## config.mk

```make
export PLATFORM = sky130hd
export DESIGN_NAME = x_scale_rd
export DESIGN_NICKNAME = d
export VERILOG_FILES = /design/src/rtl/x_scale_pkg.sv /design/src/rtl/x_scale_rd_fifo.sv /design/src/rtl/x_scale_rd.sv
export SDC_FILE = /design/constraint.sdc
export NUM_CORES = 1
export LEC_CHECK = 0
export CORE_MARGIN = 1
export CORE_UTILIZATION = 56
export DETAILED_ROUTE_END_ITERATION = 8
export PLACE_DENSITY = 0.87
export SETUP_SLACK_MARGIN = 0.15
export SLEW_MARGIN = 20
export SYNTH_ARGS = -nofsm -noshare
export SYNTH_HDL_FRONTEND = slang
export SYNTH_HIERARCHICAL = 1
export SYNTH_SLANG_ARGS = --single-unit
export TNS_END_PERCENT = 10
```

## constraint.sdc

```tcl
create_clock -name clk -period 4.2 [get_ports clk]
set_clock_uncertainty 0.1 [all_clocks]
set_input_delay 1.05 -clock clk [delete_from_list [all_inputs] [get_ports clk]]
set_output_delay 1.05 -clock clk [all_outputs]
set_load 0.05 [all_outputs]
```

## src/rtl/x_scale_pkg.sv

```systemverilog
// Shared types and constants for the x-scale coefficient table reader.
// Build option: X_SCALE_RD_OUTREG_EN selects the ROM with an output register (read latency 2).
package x_scale_pkg;

  localparam int unsigned X_SCALE_ADDR_W = 11;
  localparam int unsigned X_SCALE_DATA_W = 15;
  localparam int unsigned X_SCALE_FIFO_DEPTH = 4;

`ifdef X_SCALE_RD_OUTREG_EN
  localparam int unsigned RD_LAT = 2;
`else
  localparam int unsigned RD_LAT = 1;
`endif

  typedef enum logic [1:0] {
    IDLE   = 2'd0,
    ISSUE  = 2'd1,
    DRAIN  = 2'd2,
    FINISH = 2'd3
  } rd_state_e;

endpackage

```

## src/rtl/x_scale_rd_fifo.sv

```systemverilog
// 4-entry synchronous FIFO of {last, data} words with an occupancy count.
module x_scale_rd_fifo #(
  parameter int unsigned W = 16
) (
  input  logic         clk,
  input  logic         rst_n,
  input  logic         i_wr,
  input  logic [W-1:0] i_wdata,
  input  logic         i_rd,
  output logic [W-1:0] o_rdata_c,
  output logic [2:0]   o_count
);

  localparam int unsigned DEPTH = 4;
  localparam int unsigned PW    = 2;
  localparam int unsigned CW    = 3;

  logic [W-1:0]  r_mem [DEPTH];
  logic [PW-1:0] r_wptr;
  logic [PW-1:0] r_rptr;
  logic [CW-1:0] r_count;
  logic          w_rd;
  logic          w_wr;

  assign w_rd      = i_rd && (r_count != '0);
  assign w_wr      = i_wr && ((r_count != CW'(DEPTH)) || w_rd);
  assign o_rdata_c = r_mem[r_rptr];
  assign o_count   = r_count;

  // Storage, pointers and occupancy
  always_ff @(posedge clk or negedge rst_n) begin
    if (!rst_n) begin
      for (int unsigned i = 0; i < DEPTH; i++) r_mem[i] <= '0;
      r_wptr  <= '0;
      r_rptr  <= '0;
      r_count <= '0;
    end else begin
      if (w_wr) begin
        r_mem[r_wptr] <= i_wdata;
        r_wptr        <= r_wptr + PW'(1);
      end
      if (w_rd) r_rptr <= r_rptr + PW'(1);
      if (w_wr && !w_rd)      r_count <= r_count + CW'(1);
      else if (w_rd && !w_wr) r_count <= r_count - CW'(1);
    end
  end

endmodule

```

## src/rtl/x_scale_rd.sv

```systemverilog
// Streams a wrapping address range of the x-scale coefficient ROM out on valid/ready.
// Build option: X_SCALE_RD_OUTREG_EN (ROM output register, read latency 2 instead of 1).
module x_scale_rd
  import x_scale_pkg::*;
#(
  parameter int unsigned ADDR_WIDTH = X_SCALE_ADDR_W,
  parameter int unsigned DATA_WIDTH = X_SCALE_DATA_W
) (
  input  logic                  clk,
  input  logic                  rst_n,
  input  logic                  start,
  input  logic [ADDR_WIDTH-1:0] start_base,
  input  logic [ADDR_WIDTH:0]   start_len,
  output logic                  busy,
  output logic                  done,
  output logic [ADDR_WIDTH-1:0] rom_addr,
  input  logic [DATA_WIDTH-1:0] rom_rd_data,
  output logic                  m_valid,
  input  logic                  m_ready,
  output logic [DATA_WIDTH-1:0] m_data,
  output logic                  m_last
);

  localparam int unsigned LW   = ADDR_WIDTH + 1;
  localparam int unsigned CW   = 3;
  localparam int unsigned EW   = DATA_WIDTH + 1;
  localparam int unsigned CRED = X_SCALE_FIFO_DEPTH;

  rd_state_e             r_state;
  rd_state_e             w_state_nxt;
  logic [ADDR_WIDTH-1:0] r_addr;
  logic [ADDR_WIDTH-1:0] r_rom_addr;
  logic [LW-1:0]         r_remain;
  logic [RD_LAT-1:0]     r_pipe_vld;
  logic [RD_LAT-1:0]     r_pipe_last;
  logic                  r_busy;
  logic                  r_done;
  logic                  r_m_valid;
  logic                  r_m_last;
  logic [DATA_WIDTH-1:0] r_m_data;
  logic                  w_busy_nxt;
  logic                  w_done_nxt;
  logic                  w_credit;
  logic                  w_issue;
  logic                  w_issue_last;
  logic                  w_last_hs;
  logic                  w_fifo_rd;
  logic [CW-1:0]         w_in_flight;
  logic [CW-1:0]         w_fifo_count;
  logic [EW-1:0]         w_fifo_rdata;

  // Credit: words in the ROM pipe plus words queued must leave room in the FIFO
  assign w_in_flight  = CW'($countones(r_pipe_vld));
  assign w_credit     = ({1'b0, w_in_flight} + {1'b0, w_fifo_count}) < (CW + 1)'(CRED);
  assign w_issue      = (r_state == ISSUE) && w_credit;
  assign w_issue_last = w_issue && (r_remain == LW'(1));
  assign w_last_hs    = r_m_valid && m_ready && r_m_last;
  assign w_fifo_rd    = (w_fifo_count != '0) && (!r_m_valid || m_ready);

  // State register
  always_ff @(posedge clk or negedge rst_n) begin
    if (!rst_n) r_state <= IDLE;
    else        r_state <= w_state_nxt;
  end

  // Next state plus next busy/done.
  // done is raised on the last handshake for a normal command; a zero-length
  // command enters FINISH with done low, so FINISH raises it only if not already high.
  always_comb begin
    w_state_nxt = r_state;
    w_busy_nxt  = 1'b0;
    w_done_nxt  = 1'b0;
    case (r_state)
      IDLE: begin
        if (start) begin
          w_busy_nxt  = 1'b1;
          w_state_nxt = (start_len == '0) ? FINISH : ISSUE;
        end
      end
      ISSUE: begin
        w_busy_nxt = 1'b1;
        if (w_issue_last) w_state_nxt = DRAIN;
      end
      DRAIN: begin
        if (w_last_hs) begin
          w_state_nxt = FINISH;
          w_done_nxt  = 1'b1;
        end else begin
          w_busy_nxt = 1'b1;
        end
      end
      FINISH: begin
        w_state_nxt = IDLE;
        w_done_nxt  = ~r_done;
      end
      default: w_state_nxt = IDLE;
    endcase
  end

  // Status outputs
  always_ff @(posedge clk or negedge rst_n) begin
    if (!rst_n) begin
      r_busy <= 1'b0;
      r_done <= 1'b0;
    end else begin
      r_busy <= w_busy_nxt;
      r_done <= w_done_nxt;
    end
  end

  // Command latch and address issue (address wraps naturally at 2**ADDR_WIDTH)
  always_ff @(posedge clk or negedge rst_n) begin
    if (!rst_n) begin
      r_addr     <= '0;
      r_rom_addr <= '0;
      r_remain   <= '0;
    end else if ((r_state == IDLE) && start) begin
      r_addr   <= start_base;
      r_remain <= start_len;
    end else if (w_issue) begin
      r_rom_addr <= r_addr;
      r_addr     <= r_addr + ADDR_WIDTH'(1);
      r_remain   <= r_remain - LW'(1);
    end
  end

  // In-flight pipe: issue flag and last tag ride alongside the ROM read latency
  always_ff @(posedge clk or negedge rst_n) begin
    if (!rst_n) begin
      r_pipe_vld  <= '0;
      r_pipe_last <= '0;
    end else begin
      r_pipe_vld[0]  <= w_issue;
      r_pipe_last[0] <= w_issue_last;
      for (int unsigned i = 1; i < RD_LAT; i++) begin
        r_pipe_vld[i]  <= r_pipe_vld[i-1];
        r_pipe_last[i] <= r_pipe_last[i-1];
      end
    end
  end

  x_scale_rd_fifo #(
    .W (EW)
  ) u_fifo (
    .clk       (clk),
    .rst_n     (rst_n),
    .i_wr      (r_pipe_vld[RD_LAT-1]),
    .i_wdata   ({r_pipe_last[RD_LAT-1], rom_rd_data}),
    .i_rd      (w_fifo_rd),
    .o_rdata_c (w_fifo_rdata),
    .o_count   (w_fifo_count)
  );

  // Output register: loads when empty or being accepted, holds while stalled
  always_ff @(posedge clk or negedge rst_n) begin
    if (!rst_n) begin
      r_m_valid <= 1'b0;
      r_m_data  <= '0;
      r_m_last  <= 1'b0;
    end else if (w_fifo_rd) begin
      r_m_valid <= 1'b1;
      r_m_data  <= w_fifo_rdata[DATA_WIDTH-1:0];
      r_m_last  <= w_fifo_rdata[DATA_WIDTH];
    end else if (m_ready) begin
      r_m_valid <= 1'b0;
      r_m_last  <= 1'b0;
    end
  end

  assign busy     = r_busy;
  assign done     = r_done;
  assign rom_addr = r_rom_addr;
  assign m_valid  = r_m_valid;
  assign m_data   = r_m_data;
  assign m_last   = r_m_last;

endmodule

```

Word level (Yosys, flattened, before mapping)
Index checks and enable logic that the tools add are counted.
{"block": "totals", "ff_bits": 128, "out_inout_bits": 30, "word_cells": 90}
{"block": "op_classes", "addsub": 7, "magnitude_cmp": 4, "eq_ne": 8, "muxes": 25, "bitwise": 4, "reduce_logical": 24}
{"operator": "64-bit bitwise mux", "n": 1}
{"operator": "16-bit 2-to-1 mux", "n": 3}
{"operator": "16-bit binary-select mux with 2-bit select", "n": 1}
{"operator": "16-bit demux with 2-bit select", "n": 1}
{"operator": "12-bit 2-to-1 mux", "n": 2}
{"operator": "11-bit 2-to-1 mux", "n": 2}
{"operator": "12-bit by 1-bit equality test with 1-bit output, second input constant", "n": 1}
{"operator": "12-bit zero test", "n": 1}
{"operator": "12-bit by 1-bit subtractor with 12-bit output, second input constant", "n": 1}
{"operator": "11-bit by 1-bit adder with 11-bit output, second input constant", "n": 1}
{"operator": "1-bit logical AND", "n": 11}
{"operator": "2-bit 2-to-1 mux", "n": 4}
{"operator": "2-bit one-hot mux with 4 select lines", "n": 1}
{"operator": "3-bit greater-or-equal comparator, second input constant", "n": 2}
{"operator": "1-bit 2-to-1 mux", "n": 6}
{"operator": "3-bit 2-to-1 mux", "n": 2}
{"operator": "2-bit != test, second input constant", "n": 3}
{"operator": "2-bit inverter with 3-bit output", "n": 2}
{"operator": "2-bit nonzero test", "n": 3}
{"operator": "1-bit by 3-bit adder with 4-bit output", "n": 1}
{"operator": "2-bit by 1-bit adder with 2-bit output, second input constant", "n": 2}
{"operator": "2-bit equality test, second input constant", "n": 2}
{"operator": "4-bit by 3-bit less-than comparator with 1-bit output, second input constant", "n": 1}
{"operator": "3-bit by 1-bit adder with 3-bit output, second input constant", "n": 1}
{"operator": "other kinds (13)", "n": 17}

Depth between registers and ports, before layout
Gate-level depths: netlist of run 1.
{"block": "logic_depth", "depth_word": 10, "depth_mapped": 12, "depth_no_buf": 11}

Hierarchy
The synthesis of run 1 kept the hierarchy.
{"mod": "x_scale_rd_fifo", "instances": 1, "cells_each": 190, "area_per_inst_um2": 3385.7, "seq_area_each_um2": 1776.7}
{"mod": "x_scale_rd", "instances": 1, "cells_each": 234, "area_per_inst_um2": 2686.3, "seq_area_each_um2": 1426.4}

Worst setup path before layout of run 1
Ideal clock, no wire load.
{"block": "synth_path", "kind": "in2reg", "start": "input m_ready", "end": "register u_fifo.r_count[1], in the netlist u_fifo/o_count[1]", "arrival_time_ns": 3.018, "path_slack_ns": 0.958, "cell_stages": 10, "n_path_buf": 1, "path_cell_list": "inv_1 -> a21oi_2 -> buf_2 -> or4b_4 -> nand2_1 -> inv_1 -> ha_1 -> inv_1 -> fa_1 -> mux2_2"}
{"block": "synth_via", "elab_chain_len": 8, "word_cells_on_any_way": 11, "cone_classes": "mux (1); reduce/logical (10)"}
{"element": "start, declared", "line": "x_scale_rd.sv:19", "source": "input logic m_ready,"}
{"element": "1-bit logical OR *", "line": "x_scale_rd.sv:58", "source": "assign w_fifo_rd = (w_fifo_count != '0) && (!r_m_valid || m_ready);"}
{"element": "1-bit logical AND *", "line": "x_scale_rd.sv:58"}
{"element": "via w_fifo_rd", "line": "x_scale_rd.sv:47", "source": "logic w_fifo_rd;"}
{"element": "1-bit logical AND *", "line": "x_scale_rd_fifo.sv:25", "source": "assign w_rd = i_rd && (r_count != '0);"}
{"element": "1-bit logical OR *", "line": "x_scale_rd_fifo.sv:26", "source": "assign w_wr = i_wr && ((r_count != CW'(DEPTH)) || w_rd);"}
{"element": "1-bit logical AND *", "line": "x_scale_rd_fifo.sv:26"}
{"element": "via u_fifo.w_wr", "line": "x_scale_rd_fifo.sv:23", "source": "logic w_wr;"}
{"element": "1-bit zero test", "line": "x_scale_rd_fifo.sv:44", "source": "else if (w_rd && !w_wr) r_count <= r_count - CW'(1);"}
{"element": "1-bit logical AND", "line": "x_scale_rd_fifo.sv:44"}
{"element": "2-bit nonzero test (no source line)"}
{"element": "end signal, assigned", "line": "x_scale_rd_fifo.sv:43", "source": "if (w_wr && !w_rd) r_count <= r_count + CW'(1);"}
{"element": "end signal, assigned", "line": "x_scale_rd_fifo.sv:44"}
{"element": "end, declared", "line": "x_scale_rd_fifo.sv:21", "source": "logic [CW-1:0] r_count;"}
The timed path passes the listed nets; every way through them passes the cells marked *.
A chain may end at the register's enable or synchronous reset.

Worst setup path in the final report of run 1
{"block": "layout_path", "start": "input m_ready", "end": "register u_fifo.r_count[1], in the netlist u_fifo/o_count[1]"}
{"block": "layout_via", "elab_chain_len": 8, "word_cells_on_any_way": 11, "cone_classes": "mux (1); reduce/logical (10)"}
{"element": "1-bit logical OR *", "line": "x_scale_rd.sv:58"}
{"element": "1-bit logical AND *", "line": "x_scale_rd.sv:58"}
{"element": "1-bit logical AND *", "line": "x_scale_rd_fifo.sv:25"}
{"element": "1-bit logical OR *", "line": "x_scale_rd_fifo.sv:26"}
{"element": "1-bit logical AND *", "line": "x_scale_rd_fifo.sv:26"}
{"element": "via u_fifo.w_wr", "line": "x_scale_rd_fifo.sv:23"}
{"element": "1-bit zero test", "line": "x_scale_rd_fifo.sv:44"}
{"element": "1-bit logical AND", "line": "x_scale_rd_fifo.sv:44"}
{"element": "2-bit nonzero test (no source line)"}
Marks and branches as above.

==> results.yml, run 1 <==
cells_and_area:
  antennaDiodeCount: 0
  syn_to_final_growth_pct: 22.0
  fillers: 683
  layout.nets: 553
  drive_gt1_share_pct: 30.0
timing:
  min_period_ns: 3.08
  drv_slew: 0
  grt_setup_unrepaired: "no"
  worst_pin_slew_ns: 1.09
  hold_viol: 0
  clock.fmax_mhz: 325
  fin_crit_sh_pct: 73.3
  setup_violations: 0
  slew_headroom_pct: 27.2
  holdWs_ns: 0.374
  tns_ns: 0
critical_path:
  r2r_cells: 9
  r2r_end: "u_fifo/o_count[1]$_DFFE_PN0P_"
  start_kind: "primary input"
  cp.required_ns: 4.50
  endpoint_kind: "flop"
  rrSetupSlack_ns: 1.35
  cp_max_fo: 5
  cp.arrival_ns: 3.38
  rr_startpoint: "u_fifo/o_count[1]$_DFFE_PN0P_"
  crit_type: "primary input to flop"
power:
  power_density_nw_per_um2: 868
  p_leak_nw: 3.18
  p_switching_mw: 2.26
  seq_power_share_pct: 36.2
  peakVddDrop_v: 0.000477
  intPower_mw: 4.17
  power_frac_clock_pct: 23.0
  swShare_pct: 35.2
  comb_power_share_pct: 40.8
yosys:
  synth_common_cells: "dfrtp_1, mux2_2, mux2_4, nor2_1, a21oi_1"
  synth-xor-area-share_pct: 3.89
  syn_avg_cell_area_um2: 14.3
  synthSimpleGateAreaFrac_pct: 6.49
  ys_seq_area_share_pct: 52.8
  async_flop_share_pct: 100
  synth_mux_area_share_pct: 26.1
  synthAdderAreaFrac_pct: 3.01
  synth_edf_count: 0
  synth_ff_type: "dfrtp_1"
  synthTopCellsByArea: "dfrtp_1, mux2_4, mux2_2, mux4_2, xor2_1"
  netlist_instances: 424
  ys_ff_latch: 128
  synth_compound_area_share_pct: 3.54
  synth_cell_types: 42
  yosysTopAreaCell: "dfrtp_1"
  yosysMostFrequentCell: "dfrtp_1"
  synth_top_family_by_area: "multiplexers"
  mappedNetlistNets: 480
  yosysWarnings: 6
  synthesis.area_um2: 6070
  synth_top_area_share_pct: 52.8
floorplanning:
  core_area_um2: 10400
  num_rows: 37
  start_util_pct: 58.3
  ios: 72
  dieWidth_um: 106
  die_h_um: 106
  die-area_um2: 11300
global_route:
  grt_overflow: 0
  grt_usage_pct: 23.4
  grt_pass1_wl_um: 20000
  antenna_found_initial: 0
  grt_max_degree: 72
  grt_pass1_vias: 3977
clock_tree:
  cts.path.max_buffers: 2
  cts.sinks: 128
  postCtsSetupBuffers: 0
  cts_buffers: 17
  cts_resized: 0
  path_clk_slew_ns: 0.05
  root_buffer: "clkbuf_8"
  ctsHoldBuffers: 0
  clock_latency_ns: 0.52
  cts_tree: "yes"
  cts_htree_levels: 4
placement:
  port_buffers: 71
  hpwl_um: 7510
  globalplace.congestion: 0.819
worst_hold_path:
  worstHoldStart: "done$_DFF_PN0_"
  holdPathStages: 1
  min_to: "done$_DFF_PN0_"
  worst_hold_path_type: "flop to flop"
outcome:
  status: "finished clean"
drt:
  firstDrtPassIters: 4
  drc_errors: 0
  drt-initial-drc-count: 186
  wl_per_cell_um: 18.0
  ant_nets: 0
  drt-total-wl_um: 11600
  vias: 3625
  vias_per_cell: 5.61
run:
  cap_violations: 0
## worst max-delay path by stage
stage	cells past startpoint	slack [ns]	to	startpoint
after global placement	10	0.71	u_fifo/o_count[1]$_DFFE_PN0P_	m_ready
after global routing	10	1.07	u_fifo/o_count[1]$_DFFE_PN0P_	m_ready
after detailed placement	10	0.65	u_fifo/o_count[1]$_DFFE_PN0P_	m_ready
after CTS	10	1.14	u_fifo/o_count[1]$_DFFE_PN0P_	m_ready
final	10	1.12	u_fifo/o_count[1]$_DFFE_PN0P_	m_ready
after floorplan	10	0.96	u_fifo/o_count[1]$_DFFE_PN0P_	m_ready
## power groups by stage
stage / Clock (mW) / Sequential, mW / Combinational (mW)
finish: 1.48 / 2.33 / 2.62
global route: 1.56 / 2.42 / 2.79
CTS: 1.50 / 2.33 / 2.64
detailed placement: 0 / 2.34 / 2.60
global placement: 0 / 2.29 / 2.52
floorplan: 0 / 2.61 / 1.67
## logic make-up after synthesis
group | count (synthesis)
buf+inv | 36
flops | 128
compound gates | 33
mux | 112
simple gates | 74
xor+xnor | 27
fa+ha+maj | 14
## metrics by stage
stage / total power, mW / area, µm² / std cells / setup slack [ns] / utilization, %
after floorplan: 4.27 / 6070 / 424 / 0.958 / -
after global placement: 4.81 / 6800 / 614 / 0.709 / 65.3
after detailed placement: 4.94 / 6800 / 614 / 0.648 / 65.3
after CTS: 6.47 / 7410 / 646 / 1.14 / 71.1
after global routing: 6.78 / 7410 / 646 / 1.07 / 71.1
final: 6.43 / 7410 / 646 / 1.12 / 71.1
## worst max-delay path, stage by stage
cell             delay (ns)
clkdlybuf4s50_1        0.44
inv_1                  0.11
a21oi_2                0.06
or4b_4                 0.52
nand2_1                0.16
inv_1                  0.06
ha_1                   0.21
inv_1                  0.08
fa_1                   0.41
mux2_2                 0.26
## flip-flops by register name, summed over array words and instances, names as in the netlist
name            count
r_pipe_vld          1
busy                1
m_valid             1
m_last              1
m_data             15
r_pipe_last         1
u_fifo/r_wptr       2
r_addr             11
rom_addr           11
r_state             2
r_remain           12
u_fifo/r_rptr       2
done                1
u_fifo/r_mem       64
u_fifo/o_count      3
## area by class of cell
type	count	area (µm²)	share of cell area [%]
multi-input combinational	260	2620	35.3
timing repair buffer	76	758	10.2
sequential	128	3200	43.3
clock inverter	10	133	1.79
tap	136	170	2.30
inverter	14	52.6	0.709
clock buffer	22	473	6.39
## per-layer routing
metal	track usage [%]	vias to the layer above	wire, µm
met2	38.5	87	5950
met1	30.0	1865	5090
met5	0	-	0
met4	8.23	0	159
met3	6.25	14	431
li1	-	1659	-
## layout by cell type (no fill, tap or decap), types with 3 or more instances in the layout
master,n
mux2_2,53
nand3_1,4
nor2_1,29
dfrtp_1,127
buf_4,5
xnor2_1,6
clkbuf_8,5
nand4_1,11
clkinv_2,4
nand2_1,7
clkinvlp_4,3
xor2_1,21
bufinv_16,3
nor4_1,4
and3_1,5
mux4_2,16
mux2_4,40
ha_1,13
clkbuf_16,16
mux2i_1,3
inv_1,14
a21oi_1,23
clkdlybuf4s50_1,70
Power figures use the tool's default switching activity.
==> inputs of run 2 (changes only) <==
Clock period 4.2 ns to 2.9 ns, I/O delays scaled along.
==> run 2 against run 1 <==
Effect of this change: sequential share of layout area is 1.1 points lower; critical path depth is 9 lower; utilization is 1.8 points higher; critical path type is now flop to output pin.
==> results.yml, run 2 (synthesized netlist as in run 1, its figures left out) <==
placement:
  placedCellCount: 628
  port_buffers: 71
  globalplace.congestion: 0.782
  hpwl_um: 8050
  place_area_um2: 7020
clock_tree:
  postCtsSetupBuffers: 0
  cts_buffers: 17
  ctsHoldBuffers: 0
  path_clk_slew_ns: 0.06
  cts_tree: "yes"
  cts_htree_levels: 4
  cts.sinks: 128
  clock_latency_ns: 0.53
  root_buffer: "clkbuf_8"
  cts_resized: 0
  cts.path.max_buffers: 2
power:
  power_frac_clock_pct: 21.6
  intPower_mw: 6.04
  swShare_pct: 35.7
  peakVddDrop_v: 0.000649
  seq_power_share_pct: 35.9
  p_switching_mw: 3.35
  comb_power_share_pct: 42.5
  power_density_nw_per_um2: 1240
  p_leak_nw: 3.27
critical_path:
  slowest_stage: "clkdlybuf4s50_1"
  rr_startpoint: "u_fifo/o_count[1]$_DFFE_PN0P_"
  critical_path.max_stage_delay_ns: 0.86
  r2r_end: "u_fifo/o_count[1]$_DFFE_PN0P_"
  critPathCapture: "m_valid"
  endpoint_kind: "output pin"
  cp.arrival_ns: 1.80
  rrSetupSlack_ns: 0.29
  start_kind: "flop"
  r2r_cells: 9
  cp.required_ns: 2.08
  crit_family: "buffers and inverters"
  critPathLaunch: "m_valid$_DFFE_PN0P_"
  cp_max_fo: 5
  cp_num_cells: 1
  crit_type: "flop to output pin"
  critPathBufInv: 1
  worstPathCellList: "clkdlybuf4s50_1"
drt:
  vias: 3720
  drc_errors: 0
  ant_nets: 0
  wl_per_cell_um: 18.4
  vias_per_cell: 5.64
  firstDrtPassIters: 4
  drt-total-wl_um: 12200
  drt-initial-drc-count: 177
timing:
  grt_setup_unrepaired: "no"
  holdWs_ns: 0.125
  clock.fmax_mhz: 380
  slew_headroom_pct: 43.0
  hold_viol: 0
  fin_crit_sh_pct: 90.7
  setup_violations: 0
  drv_slew: 0
  worst_pin_slew_ns: 0.855
  min_period_ns: 2.63
outcome:
  status: "finished clean"
global_route:
  grt_usage_pct: 24.5
  antenna_found_initial: 0
  grt_pass1_vias: 4009
  grt_max_degree: 51
  grt_pass1_wl_um: 20600
  grt_overflow: 0
cells_and_area:
  regMostFlops: "u_fifo/r_mem"
  layout_commonest_cell: "dfrtp_1"
  layout.nets: 567
  drive_gt1_share_pct: 33.2
  layoutNonFillerInstCount: 660
  final_area_um2: 7590
  largest_register_ffs: 64
  antennaDiodeCount: 0
  final_cell_mix: "dfrtp_1, clkdlybuf4s50_1, mux2_2, mux2_4, nor2_1"
  syn_to_final_growth_pct: 25.1
  utilization_pct: 72.9
floorplanning:
  die_h_um: 106
  dieWidth_um: 106
  start_util_pct: 58.3
  num_rows: 37
  ios: 72
  core_area_um2: 10400
  die-area_um2: 11300
run:
  cap_violations: 0
worst_hold_path:
  worst_hold_path_type: "primary input to asynchronous set/reset pin"
[run 2: cell types whose count changed in the layout (fill, tap and decap cells not counted), sizes merged]
cell / before / now
buf: 6 / 20
bufinv: 3 / 2
clkbuf: 22 / 20
clkinv: 4 / 8
clkinvlp: 3 / 2
[run 2: worst min-delay path by stage]
stage / cells after the start / from / end
final: 1 / rst_n / m_data[1]$_DFFE_PN0P_
after global routing: 1 / rst_n / m_data[1]$_DFFE_PN0P_
after CTS: 1 / rst_n / m_data[1]$_DFFE_PN0P_
after detailed placement: 1 / done$_DFF_PN0_ / done$_DFF_PN0_
after global placement: 1 / done$_DFF_PN0_ / done$_DFF_PN0_
after floorplan: 0 / rst_n / busy$_DFF_PN0_
[run 2: stage by stage]
stage,setup slack [ns],setup TNS (ns),power (mW)
floorplan,0.150,0,6.27
global placement,-0.238,-7.31,7.15
detailed placement,-0.266,-9.42,7.35
CTS,0.239,0,9.45
global route,0.183,0,9.90
finish,0.270,0,9.38
[run 2: per-layer routing]
layer	GRT usage (%)	share of wire (%)
met5	0	0
met4	8.13	1.5
met3	6.44	4.2
met2	40.6	51
met1	31.2	43
[run 2: power groups by stage]
stage	combinational (mW)	sequential (mW)	clock, mW
final	3.99	3.37	2.03
after global routing	4.27	3.48	2.15
after CTS	4.02	3.37	2.06
after detailed placement	3.97	3.37	0
after global placement	3.85	3.30	0
after floorplan	2.48	3.79	0
[run 2: layout make-up]
type	instances	area [µm²]
Inverter	14	65.1
Tap cell	136	170
Multi-Input combinational cell	260	2660
Clock buffer	20	455
Sequential cell	128	3200
Timing Repair Buffer	90	926
Clock inverter	12	115
Fill cell	658	2820
==> inputs of run 3 (changes only) <==
Settings changed: CORE_MARGIN 1 to not set, SETUP_SLACK_MARGIN 0.15 to 0.02.
==> run 3 against run 2 <==
Effect of this change: utilization fell by 0.76 points; global-route usage fell by 0.63 points; final cell count down 0.61%; critical endpoint is now u_fifo/o_count[1]$_DFFE_PN0P_; highest routed layer unchanged.
==> results.yml, run 3 (synthesized netlist as in run 1, its figures left out) <==
timing:
  tns_ns: 0
  min_period_ns: 2.63
  fin_crit_sh_pct: 90.7
  holdWs_ns: 0.0811
  worst_pin_slew_ns: 0.842
  slew_headroom_pct: 43.8
  hold_viol: 0
  clock.fmax_mhz: 380
  grt_setup_unrepaired: "no"
  setup_violations: 0
  timing.final.ws_setup_ns: 0.271
  drv_slew: 0
clock_tree:
  cts.path.max_buffers: 2
  cts_buffers: 17
  cts_htree_levels: 4
  postCtsSetupBuffers: 0
  cts.sinks: 128
  cts_tree: "yes"
  root_buffer: "clkbuf_8"
  cts_resized: 0
  ctsHoldBuffers: 0
  clock_latency_ns: 0.53
  path_clk_slew_ns: 0.06
global_route:
  grt_pass1_vias: 3978
  grt_max_degree: 53
  grt_overflow: 0
  antenna_found_initial: 0
  grt_usage_pct: 23.8
  grt_pass1_wl_um: 20200
power:
  power_mw: 9.29
  seq_power_share_pct: 35.6
  power_density_nw_per_um2: 1240
  power_frac_clock_pct: 21.9
  swShare_pct: 35.6
  intPower_mw: 5.99
  comb_power_share_pct: 42.4
  p_switching_mw: 3.31
  peakVddDrop_v: 0.000685
  p_leak_nw: 3.23
drt:
  drc_errors: 0
  firstDrtPassIters: 5
  drt-total-wl_um: 12000
  vias: 3689
  wl_per_cell_um: 18.4
  drt-initial-drc-count: 260
  ant_nets: 0
  vias_per_cell: 5.62
floorplanning:
  core_area_um2: 10400
  ios: 72
  start_util_pct: 58.3
  die-area_um2: 11300
  dieWidth_um: 106
  die_h_um: 106
  num_rows: 37
critical_path:
  start_kind: "flop"
  cp_max_fo: 7
  r2r_cells: 9
  cp.arrival_ns: 2.94
  rrSetupSlack_ns: 0.27
  r2r_end: "u_fifo/o_count[1]$_DFFE_PN0P_"
  rr_startpoint: "u_fifo/o_count[1]$_DFFE_PN0P_"
  crit_type: "flop to flop"
  endpoint_kind: "flop"
  cp.required_ns: 3.21
cells_and_area:
  layoutNonFillerInstCount: 656
  largest_register_ffs: 64
  final-seq-area_um2: 3200
  multiInputGateArea_um2: 2620
  regMostFlops: "u_fifo/r_mem"
  utilization_pct: 72.2
  final_area_um2: 7520
  drive_gt1_share_pct: 31.2
  syn_to_final_growth_pct: 23.8
  layout_commonest_cell: "dfrtp_1"
  final_cell_mix: "dfrtp_1, clkdlybuf4s50_1, mux2_2, mux2_4, nor2_1"
  antennaDiodeCount: 0
  layout.nets: 563
  fillers: 674
placement:
  place_area_um2: 6940
  port_buffers: 71
  pre_cts_slack_ns: -0.174
  hpwl_um: 7760
  placedCellCount: 624
  globalplace.congestion: 0.792
outcome:
  status: "finished clean"
run:
  cap_violations: 0
worst_hold_path:
  worst_hold_path_type: "primary input to asynchronous set/reset pin"
run 3: how the worst max path moves through the flow:
stage,startpoint,to,slack [ns],cells after the start
2_1_floorplan,m_ready,u_fifo/o_count[1]$_DFFE_PN0P_,0.03,10
3_3_place_gp,m_ready,u_fifo/o_count[1]$_DFFE_PN0P_,-0.15,10
6_report,u_fifo/o_count[1]$_DFFE_PN0P_,u_fifo/o_count[1]$_DFFE_PN0P_,0.27,9
3_5_place_dp,m_ready,u_fifo/o_count[1]$_DFFE_PN0P_,-0.17,9
5_1_grt,u_fifo/o_count[1]$_DFFE_PN0P_,u_fifo/o_count[1]$_DFFE_PN0P_,0.14,9
4_1_cts,u_fifo/o_count[1]$_DFFE_PN0P_,u_fifo/o_count[1]$_DFFE_PN0P_,0.26,9
run 3: critical path, stage by stage (launching register included):
cell and delay [ns]:
dfrtp_1 0.48, nor3_2 0.31, a21oi_2 0.06, or4b_4 0.48
nand2_1 0.10, inv_1 0.05, ha_1 0.19, inv_1 0.07
fa_1 0.41, mux2_2 0.27
run 3: power groups by stage:
stage,logic [mW],registers [mW],clock network (mW)
2_1_floorplan,2.42,3.78,0
3_3_place_gp,3.80,3.25,0
3_5_place_dp,3.92,3.32,0
4_1_cts,3.97,3.31,2.07
5_1_grt,4.22,3.41,2.16
6_report,3.94,3.31,2.04
run 3: per-layer routing:
metal / wire length (µm) / part of all wire (%) / track usage, %
met1: 5320 / 44 / 31.0
met3: 367 / 3.0 / 6.19
met2: 6180 / 51 / 38.4
met4: 174 / 1.4 / 9.13
met5: 0 / 0 / 0
run 3: cell type report:
type                       count  area share [%]
clock buffer                  22            6.16
clock inverter                10            1.46
inverter                      14           0.699
multi-input combinational    260            34.9
sequential                   128            42.6
tap                          136            2.26
timing repair buffer          86            11.9
==> edit, RTL diff (flow settings as in run 3) <==
Reset style: synchronous (`rst_n`), changed in 6 clocked blocks.
--- a/src/rtl/x_scale_rd_fifo.sv
+++ b/src/rtl/x_scale_rd_fifo.sv
@@ -29,5 +29,5 @@
 
   // Storage, pointers and occupancy
-  always_ff @(posedge clk or negedge rst_n) begin
+  always_ff @(posedge clk) begin
     if (!rst_n) begin
       for (int unsigned i = 0; i < DEPTH; i++) r_mem[i] <= '0;
--- a/src/rtl/x_scale_rd.sv
+++ b/src/rtl/x_scale_rd.sv
@@ -59,5 +59,5 @@
 
   // State register
-  always_ff @(posedge clk or negedge rst_n) begin
+  always_ff @(posedge clk) begin
     if (!rst_n) r_state <= IDLE;
     else        r_state <= w_state_nxt;
@@ -99,5 +99,5 @@
 
   // Status outputs
-  always_ff @(posedge clk or negedge rst_n) begin
+  always_ff @(posedge clk) begin
     if (!rst_n) begin
       r_busy <= 1'b0;
@@ -110,5 +110,5 @@
 
   // Command latch and address issue (address wraps naturally at 2**ADDR_WIDTH)
-  always_ff @(posedge clk or negedge rst_n) begin
+  always_ff @(posedge clk) begin
     if (!rst_n) begin
       r_addr     <= '0;
@@ -126,5 +126,5 @@
 
   // In-flight pipe: issue flag and last tag ride alongside the ROM read latency
-  always_ff @(posedge clk or negedge rst_n) begin
+  always_ff @(posedge clk) begin
     if (!rst_n) begin
       r_pipe_vld  <= '0;
@@ -153,5 +153,5 @@
 
   // Output register: loads when empty or being accepted, holds while stalled
-  always_ff @(posedge clk or negedge rst_n) begin
+  always_ff @(posedge clk) begin
     if (!rst_n) begin
       r_m_valid <= 1'b0;
Function: differs if rst_n is asserted again (counterexample within 4 cycles, from zero or initial values and one cycle with rst_n low); with rst_n held inactive, the same outputs for 10 cycles.
==> edit against run 3 <==
  * Worst setup slack got worse by 0.10 ns
  * Clock power increased by 5%
  * Synthesized area decreased by 2.6%
  * Sequential cell count increased by 2
  * Via count increased by 15%
  * Routed wire length increased by 11%
  * First-iteration DRC count decreased by 22%
  * Global-route usage increased by 2.1 points
  * Hold slack improved by 0.28 ns
  * Total power decreased by 28%
  * Count of clock-buffer cells in the layout decreased by 4
  * Design area increased by 0.20%
  * Critical endpoint is now u_fifo/o_count[2]
  * Largest cell class unchanged
  * Largest power group is now registers
  * Highest routed layer unchanged
==> edit: results (changes against run 3) <==
Layout fillers=678 (+0.59%); via count=4,251 (+15%); CP arrival=3.08 ns (+0.14 ns); M3 GR Usage=0.0599 (-0.00204); drt via density=5.67 (+0.79%); Cell variety after synth=56 (+33%); R2R Path Start=u_fifo/o_count[2]; dpl ws=-0.303 ns (-0.129 ns); Reg-to-Reg End=u_fifo/o_count[2]; met1 GRT Util=0.308 (-0.00222); share of cells above drive strength 1=0.169 (-0.142); Max FO, Critical Path=3 (-4); Initial DRC Count=203 (-22%); dpl hpwl=8730 um (+13%); Critical-path top delay cell=or4b_4; Post-synth EDFFs=64 (+64); WHS=0.359 ns (+0.278 ns); VDD IR max=605 uV (-12%); sequential share of the synthesized area=0.548 (+0.0206); Pleak=2.75 nW (-15%); Sequential Area=0.00324 mm2 (+1.3%); # nets final=653 (+16%); metal1 wirelength=5560 um (+4.6%); GR Util met2=0.464 (+0.0795); r2r worst-path depth=12 (+3); DRT Pass-1 Iters=4 (-1); first-pass GRT wire length=21,700 um (+7.2%); Area contributors post-synth=edfxtp_1 32%, dfxtp_1 22%, mux4_2 6.1%; Internal Pwr Total=0.00447 W (-25%); syn_nets=558 (+16%); Async S/R FF share, synth=0 (-1.00); Slew HR=0.457 (+0.0183); Top FF cell, synth=dfxtp_1; status=finished clean; vias in the first global route=4,433 (+11%); met2 WL=7000 um (+13%); Inst Count DP=718 (+15%); Cells after Synth=506 (+19%); pin count of the biggest net entering global routing=32 (-40%); worst min path class=flop to flop; met3 routed WL=650 um (+77%); GPL Wtd Cong=0.840 (+6.1%); area post-placement=0.00694 mm2 (-0.11%)
==> edit: changes by cell type in the layout (fill, tap and decap cells not counted), moves of 23 or more <==
cell      delta
mux2_4      -40
dfrtp_1    -128
dfxtp_1     +66
and2_1      +53
o21ai_0     +23
nand2_1     +30
edfxtp_1    +64
mux2_2      -53
==> edit: kinds of logic after synthesis <==
group | Yosys count | share of synthesized area
and+or+nand+nor | 202 | 0.209
DFF | 130 | 0.548
AOI/OAI and AO/OA | 79 | 0.0772
buffers and inverters | 34 | 0.0264
muxes | 34 | 0.0914
xor gates and xnor gates | 17 | 0.0252
adders and majority gates | 10 | 0.0224
==> edit: worst max-delay path by stage <==
stage	start	slack [ns]	depth (start not counted)	endpoint
after floorplan	m_ready	0.02	12	u_fifo/o_count[2]
after global placement	m_ready	-0.19	12	u_fifo/o_count[2]
after detailed placement	m_ready	-0.30	12	u_fifo/o_count[2]
after CTS	m_ready	0.19	12	u_fifo/o_count[2]
after global routing	m_ready	0.09	12	u_fifo/o_count[2]
final	m_ready	0.17	12	u_fifo/o_count[2]
==> edit: final cells by class <==
| cell class | instances | share of cell area |
|---|---|---|
| Clock buffer | 18 | 0.0555 |
| Clock inverter | 14 | 0.0236 |
| Inverter | 9 | 0.00449 |
| Multi-Input combinational cell | 342 | 0.336 |
| Sequential cell | 130 | 0.431 |
| Tap cell | 136 | 0.0226 |
| Timing Repair Buffer | 101 | 0.128 |
==> edit: power groups by stage <==
stage	combinational, W	clock (W)	sequential [W]
5_1_grt	0.00231	0.00225	0.00246
4_1_cts	0.00215	0.00216	0.00243
6_report	0.00215	0.00214	0.00243
3_3_place_gp	0.00205	0	0.00244
2_1_floorplan	0.00121	0	0.00272
3_5_place_dp	0.00212	0	0.00246
